**src/rtl/bcd_count_ctrl_pkg.sv**
```systemverilog
// Shared definitions for the BCD counter run-control sequencer:
// FSM state encoding, the counter's top value and the reachability helper.
package bcd_ctrl_pkg;

    typedef enum logic [2:0] {
        ST_IDLE  = 3'd0,
        ST_INIT  = 3'd1,
        ST_RUN   = 3'd2,
        ST_PAUSE = 3'd3,
        ST_DONE  = 3'd4
    } state_e;

    localparam logic [7:0] BCD_MAX = 8'd99;

    // A target above BCD_MAX can never be matched, so the counter free-runs.
    function automatic logic target_reachable(input logic [7:0] target);
        return (target <= BCD_MAX);
    endfunction

endpackage

```
**src/rtl/bcd_count_ctrl_if.sv**
```systemverilog
// Command/status bundle between the user side, the sequencer and the counter.
interface bcd_count_ctrl_if;

    logic       start;
    logic       stop;
    logic       clear;
    logic [7:0] target;
    logic [7:0] cnt_val;
    logic       cnt_ce;
    logic       cnt_init;
    logic       busy;
    logic       paused;
    logic       done;
    logic       done_pulse;

    modport master (
        output start, stop, clear, target, cnt_val,
        input  cnt_ce, cnt_init, busy, paused, done, done_pulse
    );

    modport slave (
        input  start, stop, clear, target, cnt_val,
        output cnt_ce, cnt_init, busy, paused, done, done_pulse
    );

endinterface

```
**src/rtl/bcd_count_ctrl_tick_gen.sv**
```systemverilog
// Prescaler producing a single-cycle count-enable tick every TICK_DIV run cycles.
// The count holds while run_i is low, so a paused run resumes mid-period.
module tick_gen #(
    parameter int unsigned TICK_DIV = 10,
    parameter int unsigned PRESC_W  = 16
) (
    input  logic clk,
    input  logic rst_n,
    input  logic run_i,
    input  logic clr_i,
    output logic tick_o
);

    localparam logic [PRESC_W-1:0] LAST = PRESC_W'(TICK_DIV - 1);

    logic [PRESC_W-1:0] presc_q;
    logic [PRESC_W-1:0] presc_d;

    // Next prescaler value: clear wins, otherwise count and wrap while running.
    always_comb begin
        presc_d = presc_q;
        if (clr_i) begin
            presc_d = '0;
        end else if (run_i) begin
            if (presc_q == LAST) begin
                presc_d = '0;
            end else begin
                presc_d = presc_q + PRESC_W'(1);
            end
        end else begin
            presc_d = presc_q;
        end
    end

    // Prescaler register.
    always_ff @(posedge clk or negedge rst_n) begin
        if (!rst_n) begin
            presc_q <= '0;
        end else begin
            presc_q <= presc_d;
        end
    end

    assign tick_o = run_i && (presc_q == LAST);

endmodule

```
**src/rtl/bcd_count_ctrl.sv**
```systemverilog
// Run-control sequencer for a two-digit decimal counter: command FSM,
// target latch, terminal compare and Moore output decode.
module bcd_count_ctrl
    import bcd_ctrl_pkg::*;
#(
    parameter int unsigned TICK_DIV = 10,
    parameter int unsigned PRESC_W  = 16
) (
    input  logic             clk,
    input  logic             rst_n,
    bcd_count_ctrl_if.slave  bus
);

    state_e     state_q;
    state_e     state_d;
    logic [7:0] target_q;
    logic [7:0] target_d;
    logic       from_clear_q;
    logic       from_clear_d;
    logic       done_pulse_q;
    logic       done_pulse_d;
    logic       tick_s;
    logic       match_s;

    tick_gen #(
        .TICK_DIV (TICK_DIV),
        .PRESC_W  (PRESC_W)
    ) u_tick_gen (
        .clk    (clk),
        .rst_n  (rst_n),
        .run_i  (state_q == ST_RUN),
        .clr_i  (state_q == ST_INIT),
        .tick_o (tick_s)
    );

    // A match during a tick cycle is stale: the counter is about to move.
    assign match_s = target_reachable(target_q) && (bus.cnt_val == target_q) && !tick_s;

    // Next-state logic with command priority clear > stop > start.
    always_comb begin
        state_d      = state_q;
        target_d     = target_q;
        from_clear_d = from_clear_q;
        case (state_q)
            ST_IDLE, ST_DONE: begin
                if (bus.clear) begin
                    state_d      = ST_INIT;
                    from_clear_d = 1'b1;
                end else if (bus.start) begin
                    state_d      = ST_INIT;
                    from_clear_d = 1'b0;
                    target_d     = bus.target;
                end else begin
                    state_d = state_q;
                end
            end
            ST_INIT: begin
                if (from_clear_q) begin
                    state_d = ST_IDLE;
                end else begin
                    state_d = ST_RUN;
                end
            end
            ST_RUN: begin
                if (bus.clear) begin
                    state_d      = ST_INIT;
                    from_clear_d = 1'b1;
                end else if (bus.stop) begin
                    state_d = ST_PAUSE;
                end else if (match_s) begin
                    state_d = ST_DONE;
                end else begin
                    state_d = ST_RUN;
                end
            end
            ST_PAUSE: begin
                if (bus.clear) begin
                    state_d      = ST_INIT;
                    from_clear_d = 1'b1;
                end else if (bus.start && !bus.stop) begin
                    state_d = ST_RUN;
                end else begin
                    state_d = ST_PAUSE;
                end
            end
            default: begin
                state_d = ST_IDLE;
            end
        endcase
    end

    assign done_pulse_d = (state_d == ST_DONE) && (state_q != ST_DONE);

    // State, target latch, origin flag and first-DONE-cycle flag.
    always_ff @(posedge clk or negedge rst_n) begin
        if (!rst_n) begin
            state_q      <= ST_IDLE;
            target_q     <= 8'd0;
            from_clear_q <= 1'b0;
            done_pulse_q <= 1'b0;
        end else begin
            state_q      <= state_d;
            target_q     <= target_d;
            from_clear_q <= from_clear_d;
            done_pulse_q <= done_pulse_d;
        end
    end

    assign bus.cnt_ce     = tick_s;
    assign bus.cnt_init   = (state_q == ST_INIT);
    assign bus.busy       = (state_q == ST_RUN);
    assign bus.paused     = (state_q == ST_PAUSE);
    assign bus.done       = (state_q == ST_DONE);
    assign bus.done_pulse = done_pulse_q;

endmodule

```
**src/flat_wrapper.sv**
```systemverilog
// flat-port wrapper written by rule: the top's interface ports become plain ports
module bcd_count_ctrl_flat import bcd_ctrl_pkg::*;
#(
    parameter int unsigned TICK_DIV = 10,
    parameter int unsigned PRESC_W  = 16
)
  (clk, rst_n, bus_start, bus_stop, bus_clear, bus_target, bus_cnt_val, bus_cnt_ce, bus_cnt_init, bus_busy, bus_paused, bus_done, bus_done_pulse);
  bcd_count_ctrl_if bus_i ();
  input  logic clk;
  input  logic rst_n;
  input wire logic [$bits(bus_i.start)-1:0] bus_start;
  input wire logic [$bits(bus_i.stop)-1:0] bus_stop;
  input wire logic [$bits(bus_i.clear)-1:0] bus_clear;
  input wire logic [$bits(bus_i.target)-1:0] bus_target;
  input wire logic [$bits(bus_i.cnt_val)-1:0] bus_cnt_val;
  output wire logic [$bits(bus_i.cnt_ce)-1:0] bus_cnt_ce;
  output wire logic [$bits(bus_i.cnt_init)-1:0] bus_cnt_init;
  output wire logic [$bits(bus_i.busy)-1:0] bus_busy;
  output wire logic [$bits(bus_i.paused)-1:0] bus_paused;
  output wire logic [$bits(bus_i.done)-1:0] bus_done;
  output wire logic [$bits(bus_i.done_pulse)-1:0] bus_done_pulse;
  assign bus_i.start = bus_start;
  assign bus_i.stop = bus_stop;
  assign bus_i.clear = bus_clear;
  assign bus_i.target = bus_target;
  assign bus_i.cnt_val = bus_cnt_val;
  assign bus_cnt_ce = bus_i.cnt_ce;
  assign bus_cnt_init = bus_i.cnt_init;
  assign bus_busy = bus_i.busy;
  assign bus_paused = bus_i.paused;
  assign bus_done = bus_i.done;
  assign bus_done_pulse = bus_i.done_pulse;
  bcd_count_ctrl #(.TICK_DIV(TICK_DIV), .PRESC_W(PRESC_W)) u_core (.clk(clk), .rst_n(rst_n), .bus(bus_i));
endmodule
```
**config.mk**
```make
export PLATFORM = sky130hd
export DESIGN_NAME = bcd_count_ctrl_flat
export DESIGN_NICKNAME = d
export VERILOG_FILES = /design/src/rtl/bcd_count_ctrl_pkg.sv /design/src/rtl/bcd_count_ctrl_if.sv /design/src/rtl/bcd_count_ctrl_tick_gen.sv /design/src/rtl/bcd_count_ctrl.sv /design/src/flat_wrapper.sv
export SDC_FILE = /design/constraint.sdc
export NUM_CORES = 1
export LEC_CHECK = 0
export CAP_MARGIN = 20
export CORE_MARGIN = 2
export CORE_UTILIZATION = 47
export CTS_CLUSTER_DIAMETER = 120
export CTS_CLUSTER_SIZE = 10
export DETAILED_ROUTE_END_ITERATION = 12
export DONT_BUFFER_PORTS = 1
export GPL_ROUTABILITY_DRIVEN = 0
export PLACE_DENSITY = 0.71
export SETUP_SLACK_MARGIN = 0.02
export SLEW_MARGIN = 20
export SYNTH_ARGS = -nofsm -noshare
export SYNTH_HDL_FRONTEND = slang
export SYNTH_HIERARCHICAL = 1
export SYNTH_SLANG_ARGS = --single-unit
```
**constraint.sdc**
```tcl
create_clock -name clk -period 1.9 [get_ports clk]
set_clock_uncertainty 0.1 [all_clocks]
set_input_delay 0.095 -clock clk [delete_from_list [all_inputs] [get_ports clk]]
set_output_delay 0.095 -clock clk [all_outputs]
set_load 0.005 [all_outputs]
```
After elaboration in Yosys (flattened, before gate mapping)
Index checks and enable logic that the tools add are counted.
Word-level totals
  register bits: 29
  input port bits: 21
  output and inout port bits: 6
  word-level logic and storage cells: 48
Cells by class
  add/subtract/negate cells: 1
  $lt $le $gt $ge: 1
  eq/ne operators: 10
  mux-type cells: 16
  bitwise logic cells: 1
  reduce and logical (&&, ||, !) cells: 14
Operators with widths (number)
  $mux W16: 3
  $mux W3: 6
  $add A16 B1 Y16 const B: 1
  $eq A16 B4 Y1 const B: 1
  $pmux W3 S4: 1
  $eq A8 B8 Y1: 1
  $le A8 B7 Y1 const B: 1
  $eq A3 B2 Y1 const B: 2
  $eq A3 B3 Y1 const B: 2
  $ne A3 B3 Y1 const B: 2
  $reduce_and A3 Y1: 2
  $logic_and A1 B1 Y1: 5
  $mux W1: 4
  $reduce_bool A2 Y1: 2
  $reduce_or A2 Y1: 2
  $eq A3 B1 Y1 const B: 1
  $logic_not A3 Y1: 1
  $logic_not A1 Y1: 2
  $mux W2: 1
  $ne A2 B1 Y1 const B: 1
  $pmux W1 S2: 1
  $not A1 Y1: 1

Depth between registers and ports, before layout
Gate-level depths: netlist of run 1.
  depth after elaboration: 10
  mapped depth: 9
  gate-level depth less buffers: 9

By module
The synthesis of run 1 kept the hierarchy.
Modules (own cells, without submodules)
  tick_gen: times used 1, cells an instance 95, area an instance 908.4 um2, sequential area each 400.4 um2
  bcd_count_ctrl: times used 1, cells an instance 61, area an instance 689.4 um2, sequential area each 325.3 um2

Worst setup path after synthesis of run 1
No wires, ideal clock.
  path type: register to register
  start: reg u_core.u_tick_gen.presc_q[0]
  end: reg u_core.state_q[1]
  setup time: 0.121 ns
  data arrival time: 1.786 ns
  data required time: 1.679 ns
  setup slack: -0.107 ns
  stages on the path, launching flop included: 9
  path buffers: 0
  period minus slack after synthesis: 2.007 ns
  path through: dfrtp_1 -> ha_1 -> nor3b_1 -> nand4_1 -> nor2_1 -> or4_1 -> nor2_1 -> nand4_1 -> a22o_1
On the way
  word-level cells in the longest chain between the ends: 8
RTL lines
  start, declared: RTL line bcd_count_ctrl_tick_gen.sv:16  | logic [PRESC_W-1:0] presc_q;
  start signal, assigned: RTL line bcd_count_ctrl_tick_gen.sv:40  | presc_q <= presc_d;
  $eq A16 B4 Y1: RTL line bcd_count_ctrl_tick_gen.sv:44  | assign tick_o = run_i && (presc_q == LAST);
  $logic_and A1 B1 Y1: RTL line bcd_count_ctrl_tick_gen.sv:44
  net bus_cnt_ce: RTL line flat_wrapper.sv:16  | output wire logic [$bits(bus_i.cnt_ce)-1:0] bus_cnt_ce;
  $logic_not A1 Y1: RTL line bcd_count_ctrl.sv:37  | assign match_s = target_reachable(target_q) && (bus.cnt_val == target_q) && !tick_s;
  $logic_and A1 B1 Y1: RTL line bcd_count_ctrl.sv:37
  $mux W3: RTL line bcd_count_ctrl.sv:70  | end else if (match_s) begin
  $mux W3: RTL line bcd_count_ctrl.sv:68  | end else if (bus.stop) begin
  $mux W3: RTL line bcd_count_ctrl.sv:65  | if (bus.clear) begin
  $pmux W3 S4: RTL line bcd_count_ctrl.sv:44  | case (state_q)
  net u_core.state_d[1]: RTL line bcd_count_ctrl.sv:15  | state_e state_d;
  end signal, assigned: RTL line bcd_count_ctrl.sv:102  | state_q <= state_d;
  end, declared: RTL line bcd_count_ctrl.sv:14  | state_e state_q;
The timed path passes the listed nets, and every way through them passes these cells.
A chain may end at the register's enable or synchronous reset.

Worst setup path after layout of run 1
  start: reg u_core.u_tick_gen.presc_q[0]
  end: reg u_core.state_q[1]
On the way
  word-level cells in the longest chain between the ends: 8
RTL lines (RTL line)
  $eq A16 B4 Y1: bcd_count_ctrl_tick_gen.sv:44
  $logic_and A1 B1 Y1: bcd_count_ctrl_tick_gen.sv:44
  $logic_not A1 Y1: bcd_count_ctrl.sv:37
  $logic_and A1 B1 Y1: bcd_count_ctrl.sv:37
  $mux W3: bcd_count_ctrl.sv:70
  $mux W3: bcd_count_ctrl.sv:68
  $mux W3: bcd_count_ctrl.sv:65
  $pmux W3 S4: bcd_count_ctrl.sv:44
  net u_core.state_d[1]: bcd_count_ctrl.sv:15
The timed path passes the listed nets, and every way through them passes these cells.

==> results of run 1 <==
==> final timing paths <==
check,start,endpoint,slack [ns]
worst max-delay path,u_core/u_tick_gen/presc_q[0],u_core/state_q[1],-0.14
worst min-delay path,bus_start,u_core/from_clear_q,0.06
worst max register to register,u_core/u_tick_gen/presc_q[0],u_core/state_q[1],-0.14
worst min register to register,u_core/from_clear_q,u_core/from_clear_q,0.42
max in group asynchronous,rst_n,u_core/u_tick_gen/presc_q[5],1.41
min in group asynchronous,rst_n,u_core/u_tick_gen/presc_q[11],0.12
==> final cells by class <==
type,count,area (µm²),share of cell area
Multi-Input combinational cell,118,908,0.418
Tap cell,46,57.6,0.0265
Timing Repair Buffer,45,402,0.185
Inverter,7,26.3,0.0121
Sequential cell,29,726,0.334
Clock buffer,7,55.1,0.0253
==> timing repair <==
item	4_1_cts	5_1_grt
hold buffers	15	0
pin swaps	4	6
setup endpoints to repair	4	15
setup buffers	1	1
gates cloned	0	0
endpoints found under the hold margin	41	0
resized for setup	1	13
==> worst max-delay path, stage by stage (launching register included) <==
cell     delay, ns
dfrtp_1       0.43
ha_4          0.17
nor3b_4       0.14
nand4_1       0.10
nor2_1        0.06
or4_1         0.40
nor2_1        0.11
nand4_1       0.17
a22o_1        0.24
==> placed cells by master, fill, tap and decap left out, types with 4 or more instances in the layout <==
cell,n
dfrtp_1,29
a21oi_1,5
xnor2_1,9
nor4_2,5
buf_4,28
clkbuf_4,5
nand2b_1,4
nor4_1,4
nand4_1,6
nor3_1,4
nand2_1,11
xor2_1,9
mux2_2,8
inv_1,6
nor2_1,18
dlygate4sd3_1,14
==> layer usage <==
layer  up-vias  GRT usage  routed length, µm  share of wire
met1       683      0.229               1610           0.40
met2        37      0.404               2210           0.55
met3         8     0.0562                155          0.038
li1        658          -                  -              -
met4         0      0.114                 80          0.020
met5         -          0                  0              0
==> flip-flops by register name, indices dropped and copies added, names as in the netlist <==
register	count
u_core/bus.done_pulse	1
u_core/from_clear_q	1
u_core/state_q	3
u_core/target_q	8
u_core/u_tick_gen/presc_q	16
==> power by group <==
| part | switching [W] | internal (W) |
|---|---|---|
| clock | 0.000208 | 0.000175 |
| sequential | 0.000123 | 0.000753 |
| combinational | 0.000480 | 0.000531 |
| total | 0.000810 | 0.00146 |
==> per-stage QoR <==
step | setup TNS (ns) | utilization
5_1_grt | -0.315 | 0.657
2_1_floorplan | -0.0166 | -
3_3_place_gp | -0.00990 | 0.564
4_1_cts | -0.0966 | 0.632
3_5_place_dp | -0.0995 | 0.564
6_report | -0.190 | 0.657
==> logic make-up after synthesis <==
family          Yosys count  share of synthesized area
compound gates           19                     0.0799
xor+xnor                 18                     0.0987
fa+ha+maj                 2                     0.0157
buf+inv                   9                     0.0305
flops                    29                      0.454
mux                       8                     0.0564
simple gates             71                      0.265
==> synthesized netlist by cell type, drive strengths merged (2+ instances only) <==
cell | n | share of area
nor3 | 4 | 0.013
o21ai | 4 | 0.013
xor2 | 9 | 0.049
nand2b | 4 | 0.016
a31oi | 2 | 0.0078
inv | 7 | 0.016
nand3 | 4 | 0.016
mux2 | 8 | 0.056
nand4 | 6 | 0.023
xnor2 | 9 | 0.049
nand2 | 11 | 0.026
nor4 | 9 | 0.039
nor3b | 4 | 0.019
ha | 2 | 0.016
dfrtp | 29 | 0.45
a21oi | 6 | 0.021
nor2 | 20 | 0.050
buf | 2 | 0.014
nor4b | 2 | 0.024
or4 | 2 | 0.012
==> results_dict.tcl, run 1 <==
set metrics [dict create \
    p_leak_nw 0.907 \
    critical_path.endpoint_type "flop" \
    start_kind "flop" \
    slew_headroom 0.636 \
    synthDistinctLibCells 39 \
    min_path_type "in -> reg" \
    worstSkewPairLatency_ns 0.32 \
    crit_arrival_ns 2.15 \
    drt_wl_total_mm 4.05 \
    cp_max_fo 3 \
    final_layout_size_suffix_gt1_frac 0.330 \
    diodes 0 \
    finalSetupViolCount 3 \
    synth_fp_nets 179 \
    instances_no_fill 252 \
    rsz0062_at_grt "true" \
    worst_pin_slew_ns 0.543 \
    setup_ws_ns -0.140 \
    cts_buffer_depth 2 \
    cts_tree "yes" \
    place_inst 228 \
    root_buffer "clkbuf_4" \
    hold_violations 0 \
    wire_per_inst_um 16.1 \
    synth_edf_count 0 \
    first_pass_iters 4 \
    p_total_w 0.00227 \
    num-fill-cells 265 \
    num_vias 1386 \
    antenna_found_initial 0 \
    die_y_um 62.3 \
    place_ws_ns -0.0995 \
    grt_max_degree 30 \
    rr_worst_depth 8 \
    final_cell_area_mm2 0.00217 \
    synth-seq-cells 29 \
    drv_cap 0 \
    dpl.hpwl_mm 2.80 \
    whs_path_depth 4 \
    yosysWarnings 6 \
    criticalPathCategory "reg -> reg" \
    worstPathRequired_ns 2.01 \
    clock_sinks 29 \
    grt.overflow.total 0 \
    ios 27 \
    syn_area_mm2 0.00160 \
    first_global_vias 1460 \
    dpl_cell_area_mm2 0.00187 \
    route.antenna.remaining_nets 0 \
    initial_core_util 0.483 \
    status "finished with violations" \
    vias_per_cell 5.50 \
    h-tree-depth 2 \
    synthArstFlopShare 1.00 \
    num-nets-final 229 \
    port_buffers 0 \
    power_per_cell_area_mw_per_mm2 1040 \
    slew_violations 0 \
    cts_buffers 5 \
    grt_usage 0.219 \
    synth_flop_cell "dfrtp_1" \
    area_growth_pct 36.1 \
    ir_worst_vdd_uv 673 \
    clk_pin_slew_worst_paths_ns 0.09 \
    seq_area_frac_synth 0.454 \
    drt_iter0_markers 46 \
    synthCells 156 \
    fin_hold_ws_ns 0.0607 \
    fin_crit_ns 2.04 \
    std_cell_rows 21 \
    core_mm2 0.00331 \
    fin_crit_sh 1.07 \
    route.detailed.drc 0 \
    die_x_um 62.3 \
    dieArea_mm2 0.00388 \
    grt_pass1_wl_mm 6.56 \
    failed_checks "negative setup slack" \
    fmax_mhz 490 \
    postSynthAreaPerCell_um2 10.2 \
]
No activity file was read; power rests on OpenSTA's default activity.
==> run 2, diff against run 1 <==
- RECOVER_POWER: default -> 100
==> results_dict.tcl, run 2 (synthesis gave the netlist of run 1 again) <==
set metrics [dict create \
    status "finished with violations" \
    failed_checks "negative setup slack" \
    critical_path.endpoint_type "flop" \
    ir_worst_vdd_uv 658 \
    first_pass_iters 4 \
    rrSetupSlack_ns -0.13 \
    final_layout_size_suffix_gt1_frac 0.301 \
    instances_no_fill 252 \
    route.detailed.drc 0 \
    final_cell_area_mm2 0.00213 \
    fin_hold_ws_ns 0.0596 \
    reg_top3 "u_core/u_tick_gen/presc_q: 16 flops, u_core/target_q: 8 flops, u_core/state_q: 3 flops" \
    dpl_cell_area_mm2 0.00187 \
    grt.overflow.total 0 \
    clock_power_share 0.173 \
    route.antenna.remaining_nets 0 \
    ios 27 \
    grt_max_degree 30 \
    first_global_vias 1460 \
    fin_crit_ns 2.03 \
    area_growth_pct 33.0 \
    wire_per_inst_um 16.3 \
    fin_crit_sh 1.07 \
    diodes 0 \
    combinationalPowerShare 0.429 \
    dieArea_mm2 0.00388 \
    hold_violations 0 \
    whs_path_depth 4 \
    place_inst 228 \
    cp_max_fo 3 \
    drt_iter0_markers 44 \
    criticalPathCategory "reg -> reg" \
    clk_pin_slew_worst_paths_ns 0.09 \
    root_buffer "clkbuf_4" \
    cts_tree "yes" \
    cts_buffer_depth 2 \
    die_y_um 62.3 \
    p_sw_w 0.000792 \
    internal_power_w 0.00141 \
    slew_violations 0 \
    worst_path_largest_cell_delay_ns 0.43 \
    place_ws_ns -0.0995 \
    finalSetupViolCount 6 \
    min_path_type "in -> reg" \
    core_mm2 0.00331 \
    cp_num_cells 8 \
    drv_cap 0 \
    crit_family "simple AND/OR/NAND/NOR gates" \
    crit_arrival_ns 2.14 \
    crit_path_top_delay_cell "dfrtp_1" \
    final_cell_mix "dfrtp_1, buf_4, nor2_1" \
    cts_buffers 5 \
    num_vias 1396 \
    rr_worst_depth 8 \
    p_leak_nw 0.890 \
    clock_sinks 29 \
    fmax_mhz 492 \
    port_buffers 0 \
    path_cells "ha_4 -> nor3b_4 -> nand4_1 -> nor2_1 -> or4_1 -> nor2_1 -> nand4_1 -> a22o_1" \
    vias_per_cell 5.54 \
    p_seq_frac 0.397 \
    slew_headroom 0.113 \
    critPathBufInv 0 \
    rsz0062_at_grt "true" \
    worstSkewPairLatency_ns 0.32 \
    grt_pass1_wl_mm 6.56 \
    drt_wl_total_mm 4.10 \
    top_register "u_core/u_tick_gen/presc_q" \
    worst_pin_slew_ns 1.33 \
    p_total_w 0.00220 \
    grt_usage 0.219 \
    power_per_cell_area_mw_per_mm2 1040 \
    setup_ws_ns -0.134 \
    largest_reg_flops 16 \
    switching_share 0.360 \
    std_cell_rows 21 \
    antenna_found_initial 0 \
    die_x_um 62.3 \
    num-nets-final 229 \
    start_kind "flop" \
    dpl.hpwl_mm 2.80 \
    worstPathRequired_ns 2.01 \
    h-tree-depth 2 \
    final_common_cell "dfrtp_1" \
    initial_core_util 0.483 \
]
==> run 2: final timing paths <==
kind,startpoint,endpoint
setup / recovery,u_core/u_tick_gen/presc_q[0],u_core/state_q[1]
hold / removal,bus_start,u_core/from_clear_q
setup reg to reg,u_core/u_tick_gen/presc_q[0],u_core/state_q[1]
hold reg to reg,u_core/from_clear_q,u_core/from_clear_q
max in group asynchronous,rst_n,u_core/u_tick_gen/presc_q[5]
min in group asynchronous,rst_n,u_core/u_tick_gen/presc_q[11]
==> run 2: area by class of cell <==
| type | instances | area, µm² |
|---|---|---|
| Clock buffer | 7 | 55.1 |
| Fill cell | 274 | 1180 |
| Inverter | 7 | 26.3 |
| Multi-Input combinational cell | 118 | 877 |
| Sequential cell | 29 | 726 |
| Tap cell | 46 | 57.6 |
| Timing Repair Buffer | 45 | 384 |
==> run 2: power groups by stage <==
stage          sequential [W]  clock (W)  combinational (W)
5_1_grt              0.000892   0.000422            0.00105
2_1_floorplan        0.000842          0           0.000577
4_1_cts              0.000868   0.000386           0.000929
3_5_place_dp         0.000879          0           0.000859
3_3_place_gp         0.000864          0           0.000819
6_report             0.000875   0.000381           0.000944
==> run 2: stage by stage <==
step / setup TNS [ns] / util
after floorplan: -0.0166 / -
after global placement: -0.00990 / 0.564
after detailed placement: -0.0995 / 0.564
after CTS: -0.0966 / 0.632
after global routing: -1.36 / 0.642
final: -0.351 / 0.642
==> run 2: worst register-to-register path, cell delays in order, from the launching register on <==
cell and delay, ns:
dfrtp_1 0.43, ha_4 0.17, nor3b_4 0.14, nand4_1 0.10, nor2_1 0.06, or4_1 0.40, nor2_1 0.11, nand4_1 0.18
a22o_1 0.25
==> run 2: repair_timing <==
item | in CTS | in global routing
hold endpoints to repair | 41 | 0
pin swaps | 4 | 6
buffers inserted | 1 | 1
setup endpoints to repair | 4 | 15
hold buffers | 15 | 0
resized for setup | 1 | 13
==> run 2: routing by layer <==
metal,track usage,vias to the layer above,routed length (µm),share of wire
li1,-,656,-,-
met1,0.229,689,1630,0.40
met5,0,-,0,0
met2,0.404,43,2240,0.55
met3,0.0562,8,152,0.037
met4,0.114,0,80,0.020
==> run 3, diff against run 2 <==
- CELL_PAD_IN_SITES_DETAIL_PLACEMENT: default -> 1
- CELL_PAD_IN_SITES_GLOBAL_PLACEMENT: default -> 1
- CORE_ASPECT_RATIO: default -> 1.4
- CORE_UTILIZATION: 47 -> 43
- PLACE_DENSITY: 0.71 -> 0.8
==> results_dict.tcl, run 3 (synthesis gave the netlist of run 1 again) <==
set metrics [dict create \
    grt.overflow.total 0 \
    worst_pin_slew_ns 1.34 \
    h-tree-depth 2 \
    slew_headroom 0.107 \
    reg_top3 "u_core/u_tick_gen/presc_q: 16 flops, u_core/target_q: 8 flops, u_core/state_q: 3 flops" \
    port_buffers 0 \
    diodes 0 \
    cts_tree "yes" \
    ir_worst_vdd_uv 789 \
    clock_sinks 29 \
    cts_buffers 5 \
    crit_arrival_ns 2.19 \
    vias_per_cell 6.04 \
    top_register "u_core/u_tick_gen/presc_q" \
    route.detailed.drc 0 \
    ios 27 \
    final_cell_area_mm2 0.00224 \
    criticalPathCategory "reg -> reg" \
    power_per_cell_area_mw_per_mm2 1130 \
    root_buffer "clkbuf_8" \
    die_x_um 55.5 \
    std_cell_rows 26 \
    first_global_vias 1735 \
    cp_common_cell "nand2_1" \
    failed_checks "negative setup slack" \
    finalSetupViolCount 8 \
    drv_cap 0 \
    grt_max_degree 30 \
    critPathBufInv 2 \
    area_growth_pct 40.4 \
    worstSkewPairLatency_ns 0.29 \
    core_mm2 0.00361 \
    drt_wl_total_mm 5.84 \
    p_leak_nw 0.965 \
    fin_hold_ws_ns 0.0543 \
    wire_per_inst_um 23.2 \
    hold_violations 0 \
    final_layout_size_suffix_gt1_frac 0.357 \
    num_vias 1523 \
    cp_max_fo 6 \
    grt_pass1_wl_mm 8.16 \
    worst_path_largest_cell_delay_ns 0.54 \
    drt_iter0_markers 64 \
    num-nets-final 233 \
    initial_core_util 0.442 \
    first_pass_iters 4 \
    route.antenna.remaining_nets 0 \
    rsz0062_at_grt "true" \
    num-fill-cells 387 \
    crit_path_top_delay_cell "dlygate4sd3_1" \
    cts_buffer_depth 2 \
    grt_usage 0.252 \
    setup_ws_ns -0.169 \
    slew_violations 0 \
    dieArea_mm2 0.00423 \
    final_cell_mix "buf_4, dfrtp_1, nor2_1" \
    final_common_cell "buf_4" \
    clk_pin_slew_worst_paths_ns 0.07 \
    worstPathRequired_ns 2.03 \
    crit_family "buffers and inverters" \
    fin_crit_ns 2.07 \
    status "finished with violations" \
    dpl_cell_area_mm2 0.00183 \
    critical_path.endpoint_type "flop" \
    fmax_mhz 483 \
    min_path_type "in -> reg" \
    start_kind "flop" \
    fin_crit_sh 1.09 \
    die_y_um 76.1 \
    largest_reg_flops 16 \
    post-route-util 0.621 \
    path_cells "clkbuf_1 -> nand2b_1 -> a21oi_1 -> nand2_1 -> nand2_1 -> dlygate4sd3_1" \
    antenna_found_initial 0 \
    dpl.hpwl_mm 3.36 \
]
run 3: final timing paths:
check	start	to	slack, ns	depth (start not counted)
min	bus_stop	u_core/bus.done_pulse	0.05	4
min reg2reg	u_core/target_q[7]	u_core/target_q[7]	0.43	1
max reg2reg	u_core/state_q[0]	u_core/state_q[0]	-0.17	6
max in group asynchronous	rst_n	u_core/u_tick_gen/presc_q[5]	0.26	2
max	u_core/state_q[0]	u_core/state_q[0]	-0.17	6
min in group asynchronous	rst_n	u_core/u_tick_gen/presc_q[15]	0.64	2
run 3: layout make-up:
| class | count | area [µm²] | share of cell area |
|---|---|---|---|
| Multi-Input combinational cell | 118 | 942 | 0.420 |
| Clock buffer | 7 | 86.3 | 0.0385 |
| Tap cell | 42 | 52.6 | 0.0234 |
| Timing Repair Buffer | 49 | 410 | 0.183 |
| Inverter | 7 | 26.3 | 0.0117 |
| Sequential cell | 29 | 726 | 0.323 |
run 3: worst register-to-register path: stages, from the launching register on:
cell	delay (ns)
dfrtp_1	0.42
clkbuf_1	0.38
nand2b_1	0.16
a21oi_1	0.21
nand2_1	0.10
nand2_1	0.08
dlygate4sd3_1	0.54
run 3: stage by stage:
stage | TNS, ns | worst slack [ns] | instances | power [W]
after CTS | -0.262 | -0.118 | 246 | 0.00235
after global placement | -0.0515 | -0.0515 | 221 | 0.00165
after detailed placement | -0.436 | -0.195 | 221 | 0.00174
after floorplan | -0.0166 | -0.0166 | 156 | 0.00142
after global routing | -1.38 | -0.235 | 252 | 0.00264
final | -0.606 | -0.169 | 252 | 0.00252
run 3: power by group:
group	leakage [nW]	internal (W)	switching [W]
logic	0.539	0.000539	0.000591
registers	0.381	0.000755	0.000126
clock network	0.0443	0.000287	0.000226
total	0.965	0.00158	0.000944
run 3: metal layers:
metal / routed length, µm / global-route usage / part of all wire
met1: 2110 / 0.256 / 0.36
met2: 3200 / 0.463 / 0.55
met3: 252 / 0.0594 / 0.043
met4: 274 / 0.137 / 0.047
met5: 0 / 0 / 0
run 3: timing repair:
item,in CTS,in global routing
setup buffers,5,6
hold endpoints to repair,41,0
pin swaps,5,9
gates resized for setup,6,16
gates cloned,0,1
hold buffers,13,0
endpoints found under the setup margin,7,19
